--- src/rtl/arty_boot_ctrl.sv ---
// arty_boot_ctrl: boot/reset sequencer between the Arty clock wizard and the
// PULPino SoC. Synchronizes MMCM lock and the fetch button, holds the SoC in
// reset until lock has been stable for RST_HOLD_CYCLES, then raises fetch
// enable automatically or on a debounced button press. Any loss of lock drops
// the SoC back into reset and restarts the sequence.
module arty_boot_ctrl #(
    parameter int SYNC_STAGES     = 2,
    parameter int RST_HOLD_CYCLES = 1024,
    parameter int DEBOUNCE_CYCLES = 50000,
    parameter int AUTO_FETCH      = 0
) (
    input  logic       clk,
    input  logic       rst_n,
    input  logic       pll_locked_i,
    input  logic       fetch_btn_i,
    output logic       soc_rst_no,
    output logic       fetch_enable_o,
    output logic [1:0] boot_state_o,
    output logic [7:0] lock_loss_cnt_o
);

    // Counter widths: hold counter spans 0..RST_HOLD_CYCLES-1, debounce
    // counter spans 0..DEBOUNCE_CYCLES-1; never narrower than one bit.
    localparam int HOLD_W = (RST_HOLD_CYCLES > 1) ? $clog2(RST_HOLD_CYCLES) : 1;
    localparam int DB_W   = (DEBOUNCE_CYCLES > 1) ? $clog2(DEBOUNCE_CYCLES) : 1;

    localparam logic [HOLD_W-1:0] HOLD_LAST = HOLD_W'(RST_HOLD_CYCLES - 1);
    localparam logic [DB_W-1:0]   DB_LAST   = DB_W'(DEBOUNCE_CYCLES - 1);

    typedef enum logic [1:0] {
        ST_RESET      = 2'd0,
        ST_HOLD       = 2'd1,
        ST_WAIT_FETCH = 2'd2,
        ST_RUN        = 2'd3
    } state_e;

    // Synchronizer chains: bit 0 samples the raw pin, the top bit is the
    // metastability-safe copy used by the rest of the design.
    logic [SYNC_STAGES-1:0] lock_sync_q, lock_sync_d;
    logic [SYNC_STAGES-1:0] btn_sync_q,  btn_sync_d;
    logic                   locked_s;
    logic                   btn_s;

    // Debouncer state.
    logic [DB_W-1:0] db_cnt_q, db_cnt_d;
    logic            btn_db_q, btn_db_d;
    logic            btn_db_prev_q, btn_db_prev_d;
    logic            press;

    // Sequencer state.
    state_e          state_q, state_d;
    logic [HOLD_W-1:0] hold_cnt_q, hold_cnt_d;
    logic [7:0]      lock_loss_cnt_q, lock_loss_cnt_d;
    logic            soc_rst_n_q, soc_rst_n_d;
    logic            fetch_en_q, fetch_en_d;
    logic            lock_loss;

    assign locked_s = lock_sync_q[SYNC_STAGES-1];
    assign btn_s    = btn_sync_q[SYNC_STAGES-1];

    // Shift the raw lock and button levels into their synchronizer chains.
    always_comb begin
        lock_sync_d = {lock_sync_q[SYNC_STAGES-2:0], pll_locked_i};
        btn_sync_d  = {btn_sync_q[SYNC_STAGES-2:0],  fetch_btn_i};
    end

    // Debounce: accept a new button level only after it has differed from the
    // accepted level for DEBOUNCE_CYCLES consecutive cycles.
    always_comb begin
        // NOTE: every signal assigned here gets a default first, so no path
        // leaves it unassigned and no latch is inferred.
        db_cnt_d      = db_cnt_q;
        btn_db_d      = btn_db_q;
        btn_db_prev_d = btn_db_q;
        if (btn_s != btn_db_q) begin
            if (db_cnt_q == DB_LAST) begin
                btn_db_d = btn_s;
                db_cnt_d = '0;
            end else begin
                db_cnt_d = db_cnt_q + DB_W'(1);
            end
        end else begin
            db_cnt_d = '0;
        end
    end

    // A press is the single cycle where the debounced level has just risen.
    // Presses outside WAIT_FETCH are simply not looked at, so a button held
    // through entry to WAIT_FETCH must be released and pressed again.
    assign press = btn_db_q & ~btn_db_prev_q;

    // Next-state logic for the boot sequence, lock-loss counting and the
    // registered SoC controls derived from the next state.
    always_comb begin
        state_d    = state_q;
        hold_cnt_d = hold_cnt_q;
        unique case (state_q)
            ST_RESET: begin
                if (locked_s) begin
                    state_d    = ST_HOLD;
                    hold_cnt_d = '0;
                end
            end
            ST_HOLD: begin
                if (!locked_s) begin
                    state_d = ST_RESET;
                end else if (hold_cnt_q == HOLD_LAST) begin
                    state_d = ST_WAIT_FETCH;
                end else begin
                    hold_cnt_d = hold_cnt_q + HOLD_W'(1);
                end
            end
            ST_WAIT_FETCH: begin
                if (!locked_s) begin
                    state_d = ST_RESET;
                end else if ((AUTO_FETCH != 0) || press) begin
                    state_d = ST_RUN;
                end
            end
            ST_RUN: begin
                if (!locked_s) begin
                    state_d = ST_RESET;
                end
            end
            default: state_d = ST_RESET;
        endcase

        // Only a fall back into RESET from an active state counts as a loss.
        lock_loss       = (state_q != ST_RESET) && (state_d == ST_RESET);
        lock_loss_cnt_d = lock_loss_cnt_q;
        if (lock_loss && (lock_loss_cnt_q != 8'hFF)) begin
            lock_loss_cnt_d = lock_loss_cnt_q + 8'd1;
        end

        soc_rst_n_d = (state_d == ST_WAIT_FETCH) || (state_d == ST_RUN);
        fetch_en_d  = (state_d == ST_RUN);
    end

    // All state registers; rst_n clears every flop asynchronously.
    always_ff @(posedge clk or negedge rst_n) begin
        if (!rst_n) begin
            lock_sync_q     <= '0;
            btn_sync_q      <= '0;
            db_cnt_q        <= '0;
            btn_db_q        <= 1'b0;
            btn_db_prev_q   <= 1'b0;
            state_q         <= ST_RESET;
            hold_cnt_q      <= '0;
            lock_loss_cnt_q <= 8'd0;
            soc_rst_n_q     <= 1'b0;
            fetch_en_q      <= 1'b0;
        end else begin
            // NOTE: non-blocking assignments so every flop samples values from
            // before this edge, regardless of statement order.
            lock_sync_q     <= lock_sync_d;
            btn_sync_q      <= btn_sync_d;
            db_cnt_q        <= db_cnt_d;
            btn_db_q        <= btn_db_d;
            btn_db_prev_q   <= btn_db_prev_d;
            state_q         <= state_d;
            hold_cnt_q      <= hold_cnt_d;
            lock_loss_cnt_q <= lock_loss_cnt_d;
            soc_rst_n_q     <= soc_rst_n_d;
            fetch_en_q      <= fetch_en_d;
        end
    end

    assign soc_rst_no      = soc_rst_n_q;
    assign fetch_enable_o  = fetch_en_q;
    assign boot_state_o    = state_q;
    assign lock_loss_cnt_o = lock_loss_cnt_q;

endmodule

--- config.mk ---
export PLATFORM = sky130hd
export DESIGN_NAME = arty_boot_ctrl
export DESIGN_NICKNAME = d
export VERILOG_FILES = /design/src/rtl/arty_boot_ctrl.sv
export SDC_FILE = /design/constraint.sdc
export NUM_CORES = 1
export LEC_CHECK = 0
export CAP_MARGIN = 20
export CORE_MARGIN = 4
export CORE_UTILIZATION = 57
export CTS_CLUSTER_DIAMETER = 100
export DETAILED_ROUTE_END_ITERATION = 6
export PLACE_DENSITY = 0.84
export SLEW_MARGIN = 10
export SYNTH_ARGS = -nofsm -noshare
export SYNTH_HDL_FRONTEND = slang
export SYNTH_SLANG_ARGS = --single-unit
--- constraint.sdc ---
create_clock -name clk -period 1.8 [get_ports clk]
set_input_delay 0.36 -clock clk [delete_from_list [all_inputs] [get_ports clk]]
set_output_delay 0.36 -clock clk [all_outputs]
set_load 0.03 [all_outputs]
* After elaboration in Yosys (flattened, before gate mapping)
Index checks and enable logic that the tools add are counted.
** Word-level totals
- Memory bits (read-only) :: 0
- Output and inout port bits :: 12
- Memories :: 0
- Bits in writable memories :: 0
- Register bits after elaboration :: 44
- Latch bits :: 0
- Input bits :: 4
** Cells by class
- Shift-type cells :: 0
- Add/subtract/negate cells :: 3
- Multipliers :: 0
- Magnitude comparators :: 0
- Eq/ne operators :: 12
- Div/mod/pow operators :: 0
- Bitwise gates (word level) :: 2
- Muxes and demuxes :: 13
- Reductions and logical operators :: 9
** Operator list (count)
- 16-bit 2-to-1 mux :: 2
- 10-bit 2-to-1 mux :: 3
- 10-bit one-hot mux with 2 select lines :: 1
- 16-bit by 1-bit adder with 16-bit output (second input constant) :: 1
- 16-bit == test (second input constant) :: 1
- 2-bit 2-to-1 mux :: 6
- 10-bit by 1-bit adder with 10-bit output (second input constant) :: 1
- 10-bit == test (second input constant) :: 1
- 8-bit by 1-bit adder with 8-bit output (second input constant) :: 1
- 2-bit == test (second input constant) :: 4
- 8-bit inequality test (second input constant) :: 1
- 2-bit one-hot mux with 4 select lines :: 1
- 2-bit inequality test (second input constant) :: 3
- 2-bit zero test :: 2
- 4-bit AND reduction :: 1
- 2-bit nonzero test :: 2
- 2-bit by 1-bit == test with 1-bit output (second input constant) :: 1
- 1-bit logical AND :: 2
- 2-bit AND reduction :: 1
- 1-bit bitwise AND :: 1
- 1-bit logical OR :: 1
- 1-bit inequality test :: 1
- 1-bit NOT :: 1

* Depth between registers and ports, before layout
Gate-level depths: netlist (run 1).
- Depth in word-level cells :: 8
- Gate-level depth with buffers :: 6

* Worst setup path after synthesis (run 1)
Ideal clock, no wire load.
- Path kind :: flip-flop to flip-flop
- Start point :: register lock_loss_cnt_q[0], in the netlist lock_loss_cnt_o[0]
- End point :: register lock_loss_cnt_q[1], in the netlist lock_loss_cnt_o[1]
- Cell stages (with the launch flop) :: 5
- Library setup time :: 0.125 ns
- Setup slack :: 0.132 ns
- Data arrival time :: 1.543 ns
- Data required time :: 1.675 ns
- Clock period less this slack :: 1.668 ns
- Cells stage by stage :: dfrtp_1 -> ha_1 -> nand3_1 -> o21ai_1 -> mux2_2
** On the way
- Word-level cells in the longest chain between the ends :: 2
- Elaborated cells on any way between the ends :: 3
** RTL lines
- start, declared :: line 53 : logic [7:0] lock_loss_cnt_q, lock_loss_cnt_d;
- start signal, assigned :: line 162 : lock_loss_cnt_q <= lock_loss_cnt_d;
- parallel branches: the longest is 2 deep, another holds 8-bit by 1-bit adder with 8-bit output
Several ways; the timed one is not identified.
A chain may end at the register's enable or synchronous reset.

* Final worst setup path (run 1)
- Start point :: register state_q[0], in the netlist boot_state_o[0]
- End point :: output boot_state_o[0]
** RTL lines
- start, declared :: line 51 : state_e state_q, state_d;
- start signal, assigned :: line 160 : state_q <= state_d;
- end, declared :: line 18 : output logic [1:0] boot_state_o,
No word-level cell between the ends.

==> impl_metrics.tcl, run 1 <==
set metrics [dict create \
    slew_headroom 0.643 \
    crit_family "buffers and inverters" \
    rsz0062_at_grt "no" \
    fmax_mhz 577 \
    grt_first_pass_wirelength_mm 7.01 \
    htree_levels 2 \
    crit_buf_inv 1 \
    synth_edf_count 0 \
    die_x_um 67.4 \
    ys_warn_count 0 \
    dieArea_um2 4550 \
    pre_cts_ws_ns 0.136 \
    cts_max_path_buffers 2 \
    yosysTopAreaCell "dfrtp_1" \
    cts.sinks 43 \
    tns_ns 0 \
    cts.clk_slew.worst_paths_ns 0.12 \
    firstDrtPassIters 4 \
    setup_viol 0 \
    initial_core_util 0.599 \
    cts_tree "built" \
    worst-path-stages 1 \
    drv_slew 0 \
    wl_per_cell_um 15.7 \
    critPathMaxStageDelay_ns 0.67 \
    gp_congestion 0.882 \
    setup_ws_ns 0.0673 \
    wirelength_mm 4.03 \
    via_per_inst 6.10 \
    remaining_drc_errors 0 \
    min_period_over_period 0.963 \
    yosysMostFrequentCell "dfrtp_1" \
    status "finished clean" \
    synth_top_cell_area_share 0.534 \
    end_kind "output pin" \
    diodes 0 \
    drv_cap 0 \
    final_hold_viol_count 0 \
    root_buffer "clkbuf_4" \
    portBuffers 15 \
    crit_fanout 2 \
    core_um2 3360 \
    p_leak_nw 1.05 \
    syn_area_per_cell_um2 10.7 \
    synth.distinct_cells 44 \
    cts_hold_buf 0 \
    required_ns 1.44 \
    yosys-top-cells-count "dfrtp_1 (43), nor2_1 (19), nand2_1 (15), xor2_1 (13), nand4_1 (11)" \
    netlist_area_um2 2010 \
    hpwlAfterDp_mm 2.83 \
    powerDensity_nw_per_um2 936 \
    nets 218 \
    cp_slowest_cell "clkdlybuf4s50_1" \
    worstSetupPathType "reg2out" \
    areaGrowthSynthToFinish_pct 14.5 \
    cp_cell_sequence "clkdlybuf4s50_1" \
    grt_max_degree 44 \
    drt_iter0_markers 125 \
    cts_buffers 5 \
    synth_top_flop_cell "dfrtp_1" \
    syn-num-nets 195 \
    r2r_cells 6 \
    clk_latency_ns 0.35 \
    ys_seq_area_frac 0.534 \
    track_usage 0.206 \
    rows 21 \
    hold_path_class "in2async" \
    antenna_found_initial 0 \
    grt_pass1_vias 1567 \
    io_pins 16 \
    vias 1567 \
    async_reset_ff_frac 1.00 \
    worstPathArrival_ns 1.37 \
    worstSetupStartpointType "flip-flop" \
    ant_nets 0 \
    synth_cells 188 \
    grt-ovfl-total 0 \
    ys_ff_latch 43 \
    layout-drive-gt1-share 0.0995 \
    vdd_drop_max_uv 674 \
    period_minus_slack_ns 1.73 \
    final.fill_count 269 \
    dieHeight_um 67.4 \
    clock_skew_ns 0.00328 \
    worst_pin_slew_ns 0.535 \
    yosys-top-cells-area "dfrtp_1 (53%), xor2_1 (5.7%), nor2_1 (3.5%)" \
]
[power by group]
group	internal (mW)	switching (mW)
registers	1.05	0.108
clock network	0.285	0.304
logic	0.156	0.261
[placed cells by master (no fill, tap or decap), types with 2 or more instances in the layout]
cell	instances
nand2_1	15
xnor2_1	3
a311oi_1	2
nand4_1	11
dfrtp_1	43
nand4b_1	2
o22ai_1	2
or3_1	3
buf_4	5
a31oi_1	8
o21ai_0	4
and4_1	5
mux2_2	2
inv_1	5
o31ai_1	3
o211ai_1	3
ha_1	3
clkdlybuf4s50_1	4
and2_1	2
and3_1	4
o21ba_2	2
nand3_1	6
a21oi_1	7
nor2_1	19
xor2_1	13
dlygate4sd2_1	10
clkbuf_4	5
[what timing repair did]
action / CTS / global route
endpoints found under the setup margin: 10 / 0
resized for setup: 10 / 0
setup buffers: 0 / 0
[metrics by stage]
step           cell area [um2]  power (mW)  cells  utilization  hold slack (ns)
6_report                  2300        2.16    257        0.685           0.0683
5_1_grt                   2300        2.26    257        0.685           0.0831
4_1_cts                   2300        2.18    257        0.685           0.0625
3_5_place_dp              2240        1.63    250        0.667            0.335
3_3_place_gp              2240        1.60    250        0.667            0.332
2_1_floorplan             2010        1.41    188            -           0.0644
[metal layers]
metal	wire length (um)	up-vias	global-route usage	share of wire
met5	0	-	0	0
met4	58	0	0.0987	0.014
met3	235	7	0.0549	0.058
met2	1990	58	0.328	0.49
met1	1750	760	0.262	0.43
li1	-	742	-	-
[path summary, 6_finish.rpt]
kind,to,slack (ns),startpoint
worst min register to register,lock_sync_q[1],0.36,lock_sync_q[0]
worst max-delay path,boot_state_o[0],0.07,boot_state_o[0]
worst min-delay path,db_cnt_q[11],0.07,rst_n
min in group clk,lock_sync_q[1],0.36,lock_sync_q[0]
max in group asynchronous,db_cnt_q[15],1.38,rst_n
worst max register to register,db_cnt_q[4],0.12,db_cnt_q[0]
[logic make-up after synthesis]
family | after synthesis | synth area share
fa+ha+maj | 3 | 0.0186
mux | 3 | 0.0168
flops | 43 | 0.534
buf+inv | 10 | 0.0249
compound gates | 37 | 0.123
simple gates | 76 | 0.213
xor+xnor | 16 | 0.0696
[layout make-up]
| cell class | count | area [um2] | area share |
|---|---|---|---|
| Clock buffer | 5 | 37.5 | 0.0163 |
| Inverter | 5 | 18.8 | 0.00814 |
| Sequential cell | 43 | 1080 | 0.467 |
| Clock inverter | 2 | 37.5 | 0.0163 |
| Multi-Input combinational cell | 135 | 887 | 0.385 |
| Timing Repair Buffer | 21 | 190 | 0.0825 |
| Tap cell | 46 | 57.6 | 0.0250 |
[state kept, by name, summed over array words and instances (netlist names)]
signal	count
lock_sync_q	2
db_cnt_q	16
fetch_enable_o	1
hold_cnt_q	10
btn_db_prev_d	1
boot_state_o	1
btn_db_prev_q	1
btn_sync_q	2
lock_loss_cnt_o	8
soc_rst_no	1
Note: power is estimated with default switching activity, not from simulation.
==> inputs of run 2 (changes only) <==
--- a/config.mk
+++ b/config.mk
@@ -10,7 +10,8 @@
 export CORE_UTILIZATION = 57
 export CTS_CLUSTER_DIAMETER = 100
 export DETAILED_ROUTE_END_ITERATION = 6
-export PLACE_DENSITY = 0.84
+export GPL_TIMING_DRIVEN = 0
+export PLACE_DENSITY = 0.85
 export SLEW_MARGIN = 10
 export SYNTH_ARGS = -nofsm -noshare
 export SYNTH_HDL_FRONTEND = slang
==> run 2 against run 1 <==
Effect of this change: global-route usage about the same; critical path type unchanged; largest cell class unchanged; worst hold slack improved by 0.30 ns; die area unchanged; design area increased by 0.65%; register-to-register slack improved by 0.03 ns; sequential power about the same; largest power group unchanged; final cell count increased by 0.78%; sequential share of layout area decreased by 0.30 points; core utilization increased by 0.45 points; clock skew increased by 0.0050 ns.
==> impl_metrics.tcl, run 2 (same netlist as run 1, synthesis figures left out) <==
set metrics [dict create \
    portBuffers 15 \
    r2r_slack_ns 0.15 \
    nets 219 \
    final_common_cell "dfrtp_1" \
    period_minus_slack_ns 1.73 \
    required_ns 1.44 \
    dieHeight_um 67.4 \
    final.fill_count 278 \
    end_kind "output pin" \
    dp_cells 250 \
    cts_buffers 5 \
    cts_tree "built" \
    diodes 0 \
    gp_congestion 0.899 \
    holdPathStages 0 \
    remaining_drc_errors 0 \
    layout-drive-gt1-share 0.103 \
    r2r_cells 5 \
    crit_buf_inv 1 \
    grt_first_pass_wirelength_mm 6.95 \
    setup_viol 0 \
    cts_setup_buffers 0 \
    root_buffer "clkbuf_4" \
    p_total_mw 2.20 \
    worst_pin_slew_ns 0.408 \
    io_pins 16 \
    clock_skew_ns 0.00831 \
    vdd_drop_max_uv 659 \
    status "finished clean" \
    timing.rr.start "db_cnt_q[8]" \
    largest_reg_flops 16 \
    cp_slowest_cell "clkdlybuf4s50_1" \
    die_x_um 67.4 \
    hold_path_class "reg2reg" \
    antenna_found_initial 0 \
    grt_max_degree 31 \
    worstReg2RegEnd "db_cnt_q[4]" \
    crit_family "buffers and inverters" \
    powerDensity_nw_per_um2 948 \
    cts.sinks 43 \
    drt_iter0_markers 71 \
    worstPathArrival_ns 1.37 \
    cts.clk_slew.worst_paths_ns 0.12 \
    hold_start "lock_sync_q[0]" \
    rsz0062_at_grt "no" \
    dieArea_um2 4550 \
    grt_pass1_vias 1557 \
    rows 21 \
    wirelength_mm 3.84 \
    worstSetupStartpointType "flip-flop" \
    htree_levels 2 \
    min_to "lock_sync_q[1]" \
    final_hold_viol_count 0 \
    hpwlAfterDp_mm 2.76 \
    initial_core_util 0.599 \
    firstDrtPassIters 4 \
    crit_fanout 1 \
    final_cells 259 \
    vias 1545 \
    wl_per_cell_um 14.8 \
    drv_slew 0 \
    track_usage 0.206 \
    cp_cell_sequence "clkdlybuf4s50_1" \
    core_um2 3360 \
    p_leak_nw 1.05 \
    clk_latency_ns 0.36 \
    areaGrowthSynthToFinish_pct 15.2 \
    drv_cap 0 \
    ant_nets 0 \
    min_period_over_period 0.961 \
    fmax_mhz 578 \
    grt-ovfl-total 0 \
    cts_max_path_buffers 2 \
    slew_headroom 0.726 \
    largest_register "db_cnt_q" \
    final_cell_mix "dfrtp_1 (43), nor2_1 (19), nand2_1 (14)" \
    worstSetupPathType "reg2out" \
    via_per_inst 5.97 \
    critPathMaxStageDelay_ns 0.67 \
]
run 2: how the worst max path moves through the flow:
stage / to / slack, ns / depth (start not counted) / from
after floorplan: lock_loss_cnt_o[1] / 0.13 / 4 / lock_loss_cnt_o[0]
after global placement: lock_sync_q[0] / -0.65 / 1 / rst_n
after detailed placement: boot_state_o[1] / 0.13 / 2 / soc_rst_no
after CTS: fetch_enable_o / 0.05 / 1 / fetch_enable_o
after global routing: hold_cnt_q[7] / 0.02 / 4 / hold_cnt_q[0]
final: fetch_enable_o / 0.07 / 1 / fetch_enable_o
run 2: timing repair:
action                                  CTS  global route
hold endpoints to repair                 13             0
hold buffers                              1             0
gates cloned                              0             0
endpoints found under the setup margin   11            10
gates resized for setup                  12             1
run 2: report_power, final:
group / switching [mW] / internal, mW
clock network: 0.321 / 0.328
registers: 0.107 / 1.05
logic: 0.249 / 0.150
run 2: per-stage QoR:
| step | util | worst slack, ns | instance area (um2) | hold slack, ns | TNS, ns |
|---|---|---|---|---|---|
| global placement | 0.660 | -0.647 | 2220 | 0.333 | -27.75 |
| global route | 0.690 | 0.0171 | 2320 | 0.381 | 0 |
| CTS | 0.689 | 0.0481 | 2320 | 0.366 | 0 |
| finish | 0.690 | 0.0709 | 2320 | 0.366 | 0 |
| floorplan | - | 0.132 | 2010 | 0.0644 | 0 |
| detailed placement | 0.665 | 0.128 | 2240 | 0.280 | 0 |
run 2: metal layers:
metal / part of all wire / up-vias / global-route usage / routed length (um)
li1: - / 741 / - / -
met1: 0.47 / 757 / 0.265 / 1790
met2: 0.47 / 37 / 0.323 / 1820
met3: 0.038 / 10 / 0.0566 / 146
met4: 0.020 / 0 / 0.101 / 78
met5: 0 / - / 0 / 0
run 2: final cells by class:
cell class,count,area [um2],area share
Sequential cell,43,1080,0.464
Tap cell,46,57.6,0.0248
Inverter,5,18.8,0.00809
Multi-Input combinational cell,135,890,0.383
Timing Repair Buffer,17,160,0.0690
Clock inverter,2,35.0,0.0151
Buffer,5,31.3,0.0135
Clock buffer,6,51.3,0.0221
